### config.mk
export PLATFORM = sky130hd
export DESIGN_NAME = wrapper_sha256_message_padder
export DESIGN_NICKNAME = d
export VERILOG_FILES = /design/src/rtl/wrapper_sha256_message_padder.sv
export SDC_FILE = /design/constraint.sdc
export NUM_CORES = 1
export LEC_CHECK = 0
export CAP_MARGIN = 20
export CORE_ASPECT_RATIO = 0.8
export CORE_MARGIN = 1
export CORE_UTILIZATION = 56
export CTS_CLUSTER_DIAMETER = 150
export DETAILED_ROUTE_END_ITERATION = 6
export PLACE_DENSITY = 0.86
export SYNTH_ARGS = -nofsm -noshare
export SYNTH_HDL_FRONTEND = slang
export SYNTH_SLANG_ARGS = --single-unit
### constraint.sdc
create_clock -name hclk -period 7.1 [get_ports hclk]
set_input_delay 2.13 -clock hclk [delete_from_list [all_inputs] [get_ports hclk]]
set_output_delay 2.13 -clock hclk [all_outputs]
set_load 0.01 [all_outputs]
### src/rtl/wrapper_sha256_message_padder.sv
// ---------------------------------------------------------------------------
// wrapper_sha256_message_padder
//
// Packs a byte stream, delivered as 32-bit big-endian words, into 512-bit
// SHA-256 blocks and applies the standard padding: a 0x80 byte after the
// message, zero fill, and the 64-bit message bit length in the last two
// words of the final block. When the padding does not fit, an extra
// block is emitted. A separate config channel reports the message bit
// length once per message.
//
// Ports
//   hclk, hresetn             clock, asynchronous active-low reset
//   word_data/bytes/last      message word in (byte 0 in [31:24]); bytes is
//   word_valid/ready          valid-bytes-minus-one on the last word
//   packet_data[511:0]        padded block out, word 0 in [511:480]
//   packet_data_last          final block of the message
//   packet_data_valid/ready   block channel handshake
//   cfg_size[LENWIDTH-1:0]    message length in bits
//   cfg_scheme, cfg_last      constants (2'd0, 1)
//   cfg_valid/ready           config channel handshake
// ---------------------------------------------------------------------------
module wrapper_sha256_message_padder #(
  parameter int LENWIDTH = 64
) (
  input  logic                hclk,
  input  logic                hresetn,
  input  logic [31:0]         word_data,
  input  logic [1:0]          word_bytes,
  input  logic                word_last,
  input  logic                word_valid,
  output logic                word_ready,
  output logic [511:0]        packet_data,
  output logic                packet_data_last,
  output logic                packet_data_valid,
  input  logic                packet_data_ready,
  output logic [LENWIDTH-1:0] cfg_size,
  output logic [1:0]          cfg_scheme,
  output logic                cfg_last,
  output logic                cfg_valid,
  input  logic                cfg_ready
);

  localparam int CW = LENWIDTH - 3;

  typedef enum logic [1:0] {
    FILL       = 2'd0,
    EMIT_DATA  = 2'd1,
    EMIT_FINAL = 2'd2,
    EMIT_EXTRA = 2'd3
  } state_t;

  state_t              r_state;
  logic [31:0]         r_buf [16];
  logic [3:0]          r_widx;
  logic [CW-1:0]       r_bytes;
  logic [63:0]         r_len;
  logic                r_extra_80;
  logic                r_pvalid;
  logic                r_plast;
  logic                r_cfg_valid;
  logic [LENWIDTH-1:0] r_cfg_size;

  logic                w_accept;
  logic                w_blk_hs;
  logic [2:0]          w_inc;
  logic [CW-1:0]       w_bytes_next;
  logic [LENWIDTH-1:0] w_bitlen;
  logic [63:0]         w_len64;
  logic [31:0]         w_last_word;
  logic [6:0]          w_pad_end;
  logic                w_fits;

  // A new message may only start once the previous message's cfg has been
  // taken; the final block is already gone because we are back in FILL.
  assign word_ready   = (r_state == FILL) && !r_cfg_valid;
  assign w_accept     = word_ready && word_valid;
  assign w_blk_hs     = r_pvalid && packet_data_ready;

  assign w_inc        = word_last ? ({1'b0, word_bytes} + 3'd1) : 3'd4;
  assign w_bytes_next = r_bytes + CW'(w_inc);
  assign w_bitlen     = {w_bytes_next, 3'b000};
  assign w_len64      = 64'(w_bitlen);

  // Byte offset just past the 0x80 marker; the 8 length bytes fit in this
  // block only if the marker ends at or before byte 56.
  assign w_pad_end    = {1'b0, r_widx, 2'b00} + {5'd0, word_bytes} + 7'd2;
  assign w_fits       = (w_pad_end <= 7'd56);

  // Keep the valid bytes of the last word and append the 0x80 marker when
  // it lands inside this word.
  always_comb begin
    w_last_word = word_data;
    case (word_bytes)
      2'd0:    w_last_word = {word_data[31:24], 8'h80, 16'h0000};
      2'd1:    w_last_word = {word_data[31:16], 8'h80, 8'h00};
      2'd2:    w_last_word = {word_data[31:8], 8'h80};
      default: w_last_word = word_data;
    endcase
  end

  always_comb begin
    packet_data = '0;
    for (int i = 0; i < 16; i++) begin
      packet_data[511-32*i -: 32] = r_buf[i];
    end
  end

  assign packet_data_valid = r_pvalid;
  assign packet_data_last  = r_plast;
  assign cfg_valid         = r_cfg_valid;
  assign cfg_size          = r_cfg_size;
  assign cfg_scheme        = 2'd0;
  assign cfg_last          = 1'b1;

  always_ff @(posedge hclk or negedge hresetn) begin
    if (!hresetn) begin
      r_state     <= FILL;
      r_widx      <= '0;
      r_bytes     <= '0;
      r_len       <= '0;
      r_extra_80  <= 1'b0;
      r_pvalid    <= 1'b0;
      r_plast     <= 1'b0;
      r_cfg_valid <= 1'b0;
      r_cfg_size  <= '0;
      for (int i = 0; i < 16; i++) r_buf[i] <= '0;
    end else begin
      if (r_cfg_valid && cfg_ready) r_cfg_valid <= 1'b0;

      // Any block handshake empties the buffer; EMIT_FINAL may then
      // immediately reload it with the extra block below.
      if (r_state != FILL && w_blk_hs) begin
        r_widx <= '0;
        for (int i = 0; i < 16; i++) r_buf[i] <= '0;
      end

      case (r_state)
        FILL: begin
          if (w_accept) begin
            r_widx <= r_widx + 4'd1;
            if (!word_last) begin
              r_buf[r_widx] <= word_data;
              r_bytes       <= w_bytes_next;
              if (r_widx == 4'd15) begin
                r_state  <= EMIT_DATA;
                r_pvalid <= 1'b1;
                r_plast  <= 1'b0;
              end
            end else begin
              r_buf[r_widx] <= w_last_word;
              // Full last word: the marker starts the next slot, or the
              // extra block when this was the final slot.
              if (word_bytes == 2'd3) begin
                if (r_widx == 4'd15) r_extra_80 <= 1'b1;
                else r_buf[r_widx + 4'd1] <= 32'h8000_0000;
              end
              if (w_fits) begin
                r_buf[14] <= w_len64[63:32];
                r_buf[15] <= w_len64[31:0];
              end
              r_len       <= w_len64;
              r_bytes     <= '0;
              r_cfg_valid <= 1'b1;
              r_cfg_size  <= w_bitlen;
              r_state     <= EMIT_FINAL;
              r_pvalid    <= 1'b1;
              r_plast     <= w_fits;
            end
          end
        end

        EMIT_DATA: begin
          if (w_blk_hs) begin
            r_pvalid <= 1'b0;
            r_state  <= FILL;
          end
        end

        EMIT_FINAL: begin
          if (w_blk_hs) begin
            if (r_plast) begin
              r_pvalid <= 1'b0;
              r_plast  <= 1'b0;
              r_state  <= FILL;
            end else begin
              r_buf[0]   <= r_extra_80 ? 32'h8000_0000 : 32'h0000_0000;
              r_buf[14]  <= r_len[63:32];
              r_buf[15]  <= r_len[31:0];
              r_extra_80 <= 1'b0;
              r_plast    <= 1'b1;
              r_state    <= EMIT_EXTRA;
            end
          end
        end

        EMIT_EXTRA: begin
          if (w_blk_hs) begin
            r_pvalid <= 1'b0;
            r_plast  <= 1'b0;
            r_state  <= FILL;
          end
        end

        default: r_state <= FILL;
      endcase
    end
  end

endmodule

Word-level counts from Yosys, hierarchy flattened
Index checks and enable logic that the tools add are counted.
- output and inout bits: 583
- input bits: 40
- word-level logic and storage cells: 132
- bits in registers: 644
- muxes and demuxes: 56
- add/sub/neg operators: 5
- reduce and logical (&&, ||, !) cells: 20
- equality and inequality tests: 17
- bitwise logic cells: 5
- $lt $le $gt $ge: 5
- operators by type and width (kind ; count):
    512-bit 2-to-1 mux ; 5
    512-bit bitwise mux ; 2
    496-bit bitwise AND ; 1
    496-bit inverter ; 1
    416-bit 2-to-1 mux ; 1
    32-bit demux with 4-bit select ; 2
    64-bit 2-to-1 mux ; 3
    32-bit 2-to-1 mux ; 5
    64-bit case mux with 2 select lines ; 1
    24-bit case mux with 3 select lines ; 1
    32-bit case mux with 2 select lines ; 1
    61-bit by 3-bit adder with 61-bit output ; 1
    61-bit 2-to-1 mux ; 1
    1-bit 2-to-1 mux ; 20
    16-bit OR ; 1
    2-bit 2-to-1 mux ; 6
    4-bit 2-to-1 mux ; 3
    2-bit != test (second input constant) ; 6
    5-bit >= comparator (second input constant) ; 2
    5-bit by 1-bit less-than comparator with 1-bit output (second input constant) ; 2
    4-bit inverter with 5-bit output ; 2
    5-bit AND reduction ; 2
    2-bit == test (second input constant) ; 4
    6-bit by 2-bit adder with 7-bit output ; 1
    22 further kinds ; 34

Longest topological paths before layout
- depth after elaboration: 14
- gate-level depth with buffers: 15

Least setup slack after synthesis
Ideal clock, no wire load.
- kind: input to register
- start: in word_last
- end: reg r_buf (netlist bit packet_data[17])
- stages: 13
- data required time: 6974 ps
- library setup time: 126 ps
- setup slack: 1685 ps
- buffers on the path: 5
- data arrival time: 5289 ps
- cells stage by stage: clkbuf_1 -> clkbuf_1 -> clkbuf_1 -> clkbuf_1 -> nand2_1 -> fa_1 -> nand2b_1 -> a21o_1 -> buf_2 -> or4_1 -> xor2_1 -> a211oi_1 -> a221o_1
- longest elaborated chain between the ends: 6
- RTL lines (what ; line ; RTL):
    start: declaration ; 29 ; input logic word_last,
    3-bit 2-to-1 mux ; 79 ; assign w_inc = word_last ? ({1'b0, word_bytes} + 3'd1) : 3'd4;
    61-bit by 3-bit adder with 61-bit output ; 80 ; assign w_bytes_next = r_bytes + CW'(w_inc);
    64-bit 2-to-1 mux ; 157 ; if (w_fits) begin
    512-bit 2-to-1 mux (*) ; 141 ; if (!word_last) begin
    512-bit 2-to-1 mux (*) ; 139 ; if (w_accept) begin
    64-bit case mux with 2 select lines (*) ; 137 ; case (r_state)
    end signal: indexed assignment ; 142 ; r_buf[r_widx] <= word_data;
    end signal: indexed assignment ; 150 ; r_buf[r_widx] <= w_last_word;
    end: declaration ; 53 ; logic [31:0] r_buf [16];
Every way passes the cells marked *; elsewhere a longest branch is shown, timed or not.
A chain may end at the register's enable or synchronous reset.

Worst setup path in the final report
- start: in word_bytes[1]
- end: reg r_buf (netlist bit packet_data[43])
- longest elaborated chain between the ends: 10
- RTL lines (what ; line ; RTL):
    start: declaration ; 28 ; input logic [1:0] word_bytes,
    branches (longest 6 deep; another with 6-bit by 2-bit adder with 7-bit output) ; n/a ;
    64-bit 2-to-1 mux (*) ; 157 ;
    512-bit 2-to-1 mux (*) ; 141 ;
    512-bit 2-to-1 mux (*) ; 139 ;
    64-bit case mux with 2 select lines (*) ; 137 ;
Every way passes the cells marked *.

==> results.toml <==
[outcome]
status = "finished, violations left"
violations = "design-rule violations"

[floorplan]
core_um2 = 52900
die-area_um2 = 55000
start_util = 0.572
die_w_um = 262
die_h_um = 210
num_rows = 75
io_pins = 623

[timing]
drv_slew = 0
fin_setup_tns_ns = 0
setup_viol = 0
period_needed_ns = 5.87
rsz0062_at_grt = "no"
finalCritPeriodShare = 0.827
fin_skew_ns = 0.0349
max_freq_ghz = 0.170
worst_slew_pin_slew_ns = 1.22
relSlewSlack = 0.187
hold_violations = 0

[yosys]
synth_adder_area_share = 0.00687
synth_top_family_by_area = "simple AND/OR/NAND/NOR gates"
synth.cell_area_um2 = 30300
synthMuxAreaShare = 0.00732
synth_edf_count = 0
synth_seq_cells = 644
async_flop_share = 1.00
synth_warnings = 0
yosysSeqAreaShare = 0.533
synth_compound_area_frac = 0.191
netlist_instances = 3364
synth_xor_area_frac = 0.0165
synth_simple_gate_area_share = 0.195
ys.flop_type = "dfrtp_1"
avgSynthCellArea_um2 = 8.99
yosysUniqueCellTypes = 82

[routing]
drc = 16
ant_nets = 0
avgRoutedWirePerCell_um = 27.7
wl_mm = 126
drt_first_pass_iters = 7
drtIter0Drc = 4955
via_per_inst = 6.75
num_vias = 30766

[placement]
io_buffer_count = 616
placed_cells = 4418
dp_hpwl_mm = 83.5
globalplace.congestion = 1.01

[min_path]
hold_path_depth = 2
min_path_type = "register to register"
hold_end = "packet_data[511]$_DFF_PN0_"
min_from = "r_extra_80$_DFFE_PN0P_"

[power_and_ir_drop]
peakVddDrop_v = 0.000239
total_power_mw = 12.6
cellPowerDensity_nw_per_um2 = 324
p_leak_nw = 16.9

[cts]
holdBufCountCts = 0
cts_tree = "built"
h-tree-depth = 3
cts_buffer_depth = 3
ctsResizeCount = 0
numCtsBuffers = 66
clock-sinks = 644
clk_pin_slew_ns = 0.07
clk_latency_ns = 0.63
postCtsSetupRepairBufs = 0
cts_root_buf = "clkbuf_16"

[setup_path]
crit_fanout = 19
crit_buf_inv = 3
r2r_start = "r_widx[0]$_DFF_PN0_"
rrSetupSlack_ns = 3.06
worstPathCellList = "clkdlybuf4s50_1 > buf_4 > inv_1 > ha_1 > nand2_1 > fa_1 > nand2b_1 > a21oi_1 > nand4_1 > or3_1 > a31o_2 > o21ai_1"
r2r-end = "packet_data[195]$_DFF_PN0_"
crit_arrival_ns = 6.40
cp_data_required_time_ns = 7.63
critPathCaptureType = "register"
reg2regPathDepth = 7
startpoint_type = "primary input"
crit_slowest_cell = "nand4_1"
cp_top_family = "simple AND/OR/NAND/NOR gates"
slowest_delay_ns = 0.79
worstSetupPathType = "primary input to register"

[global_routing]
grt_pass1_wl_mm = 186
grt_max_degree = 177
grt-ovfl-total = 0
first_global_vias = 28701
antenna_found_initial = 10
grt_usage = 0.455

[cells_and_area]
area_growth_pct = 29.1
final_cells = 4558
final_common_cell = "dfrtp_1"
drive_gt1_frac = 0.0696
final_cell_mix = "dfrtp_1 (644), clkdlybuf4s50_1 (614), nor2_1 (583)"
final_nets = 3855

[run]
drv_cap = 0
## synthesized netlist by cell type (25+ instances only)
master,count,share of area
nor3_1,48,0.0079
buf_2,33,0.0055
a221o_1,29,0.0096
o21ai_0,161,0.027
a31oi_1,249,0.051
nand4_1,30,0.0062
a211oi_1,36,0.0089
dfrtp_1,644,0.53
nand3_1,194,0.032
a22oi_1,29,0.0072
a22o_1,26,0.0075
xnor2_1,32,0.0093
nand2_1,361,0.045
clkbuf_1,271,0.034
nor2_1,596,0.074
o21ai_1,25,0.0041
a21oi_1,233,0.039
## where the power goes
group | leakage, nW | switching, mW | internal [mW]
Combinational | 7.05 | 2.36 | 1.75
Sequential | 8.83 | 0.630 | 4.35
Clock | 1.07 | 1.57 | 1.99
## sequential cells by signal, summed over array words and instances (netlist names)
name and count:
packet_data_valid 1, r_len 61, r_widx 4, cfg_valid 1, r_bytes 61, r_extra_80 1, packet_data 512, packet_data_last 1
r_state 2
## logic make-up after synthesis
group / count (synthesis)
AO/OA/AOI/OAI: 924
buffers and inverters: 360
adder cells (fa/ha/maj): 16
XOR/XNOR: 56
flip-flops: 644
multiplexers: 22
other: 2
AND/OR/NAND/NOR: 1340
## worst reg2reg max path, cell delays in order (launching register included)
cell and delay, ns:
dfrtp_1 0.51, ha_1 0.52, nand2_1 0.82, nand4_1 0.47
or2_1 0.43, nor2_2 0.63, buf_4 0.40, nor2_1 0.13
## routing by layer
metal | global-route usage | vias to the layer above | routed length (um) | part of all wire
li1 | - | 12772 | - | -
met1 | 0.584 | 14864 | 44300 | 0.35
met2 | 0.630 | 2551 | 53100 | 0.42
met3 | 0.187 | 579 | 19000 | 0.15
met4 | 0.301 | 0 | 10000 | 0.079
met5 | 0 | - | 0 | 0
## stage by stage
stage | worst slack (ns) | instance area (um2) | util | hold WS (ns)
global route | 1.18 | 39100 | 0.738 | 0.522
global placement | 0.841 | 36700 | 0.694 | 0.462
CTS | 1.38 | 38900 | 0.736 | 0.488
floorplan | 1.69 | 30300 | - | 0.455
finish | 1.23 | 39100 | 0.738 | 0.479
detailed placement | 0.760 | 36800 | 0.695 | 0.478
## worst max path at each step
stage / start / end / slack (ns) / cells after the start
after floorplan: word_last / packet_data[17]$_DFF_PN0_ / 1.69 / 13
after global placement: word_bytes[1] / r_bytes[40]$_DFFE_PN0P_ / 0.84 / 12
after detailed placement: word_bytes[1] / packet_data[43]$_DFF_PN0_ / 0.76 / 12
after CTS: word_bytes[1] / packet_data[43]$_DFF_PN0_ / 1.38 / 12
after global routing: word_bytes[1] / r_bytes[40]$_DFFE_PN0P_ / 1.18 / 12
final: word_bytes[1] / packet_data[43]$_DFF_PN0_ / 1.23 / 12
## cell type report
type                            instances  area, um2
Fill cell                            3753      13900
Timing Repair Buffer                  704       6980
Clock inverter                         25        255
Sequential cell                       644      16100
Clock buffer                           94       1900
Antenna cell                           15       37.5
Inverter                               19       71.3
Tap cell                              693        867
Multi-Input combinational cell       2364      12900
No activity file was read; power rests on OpenSTA's default activity.
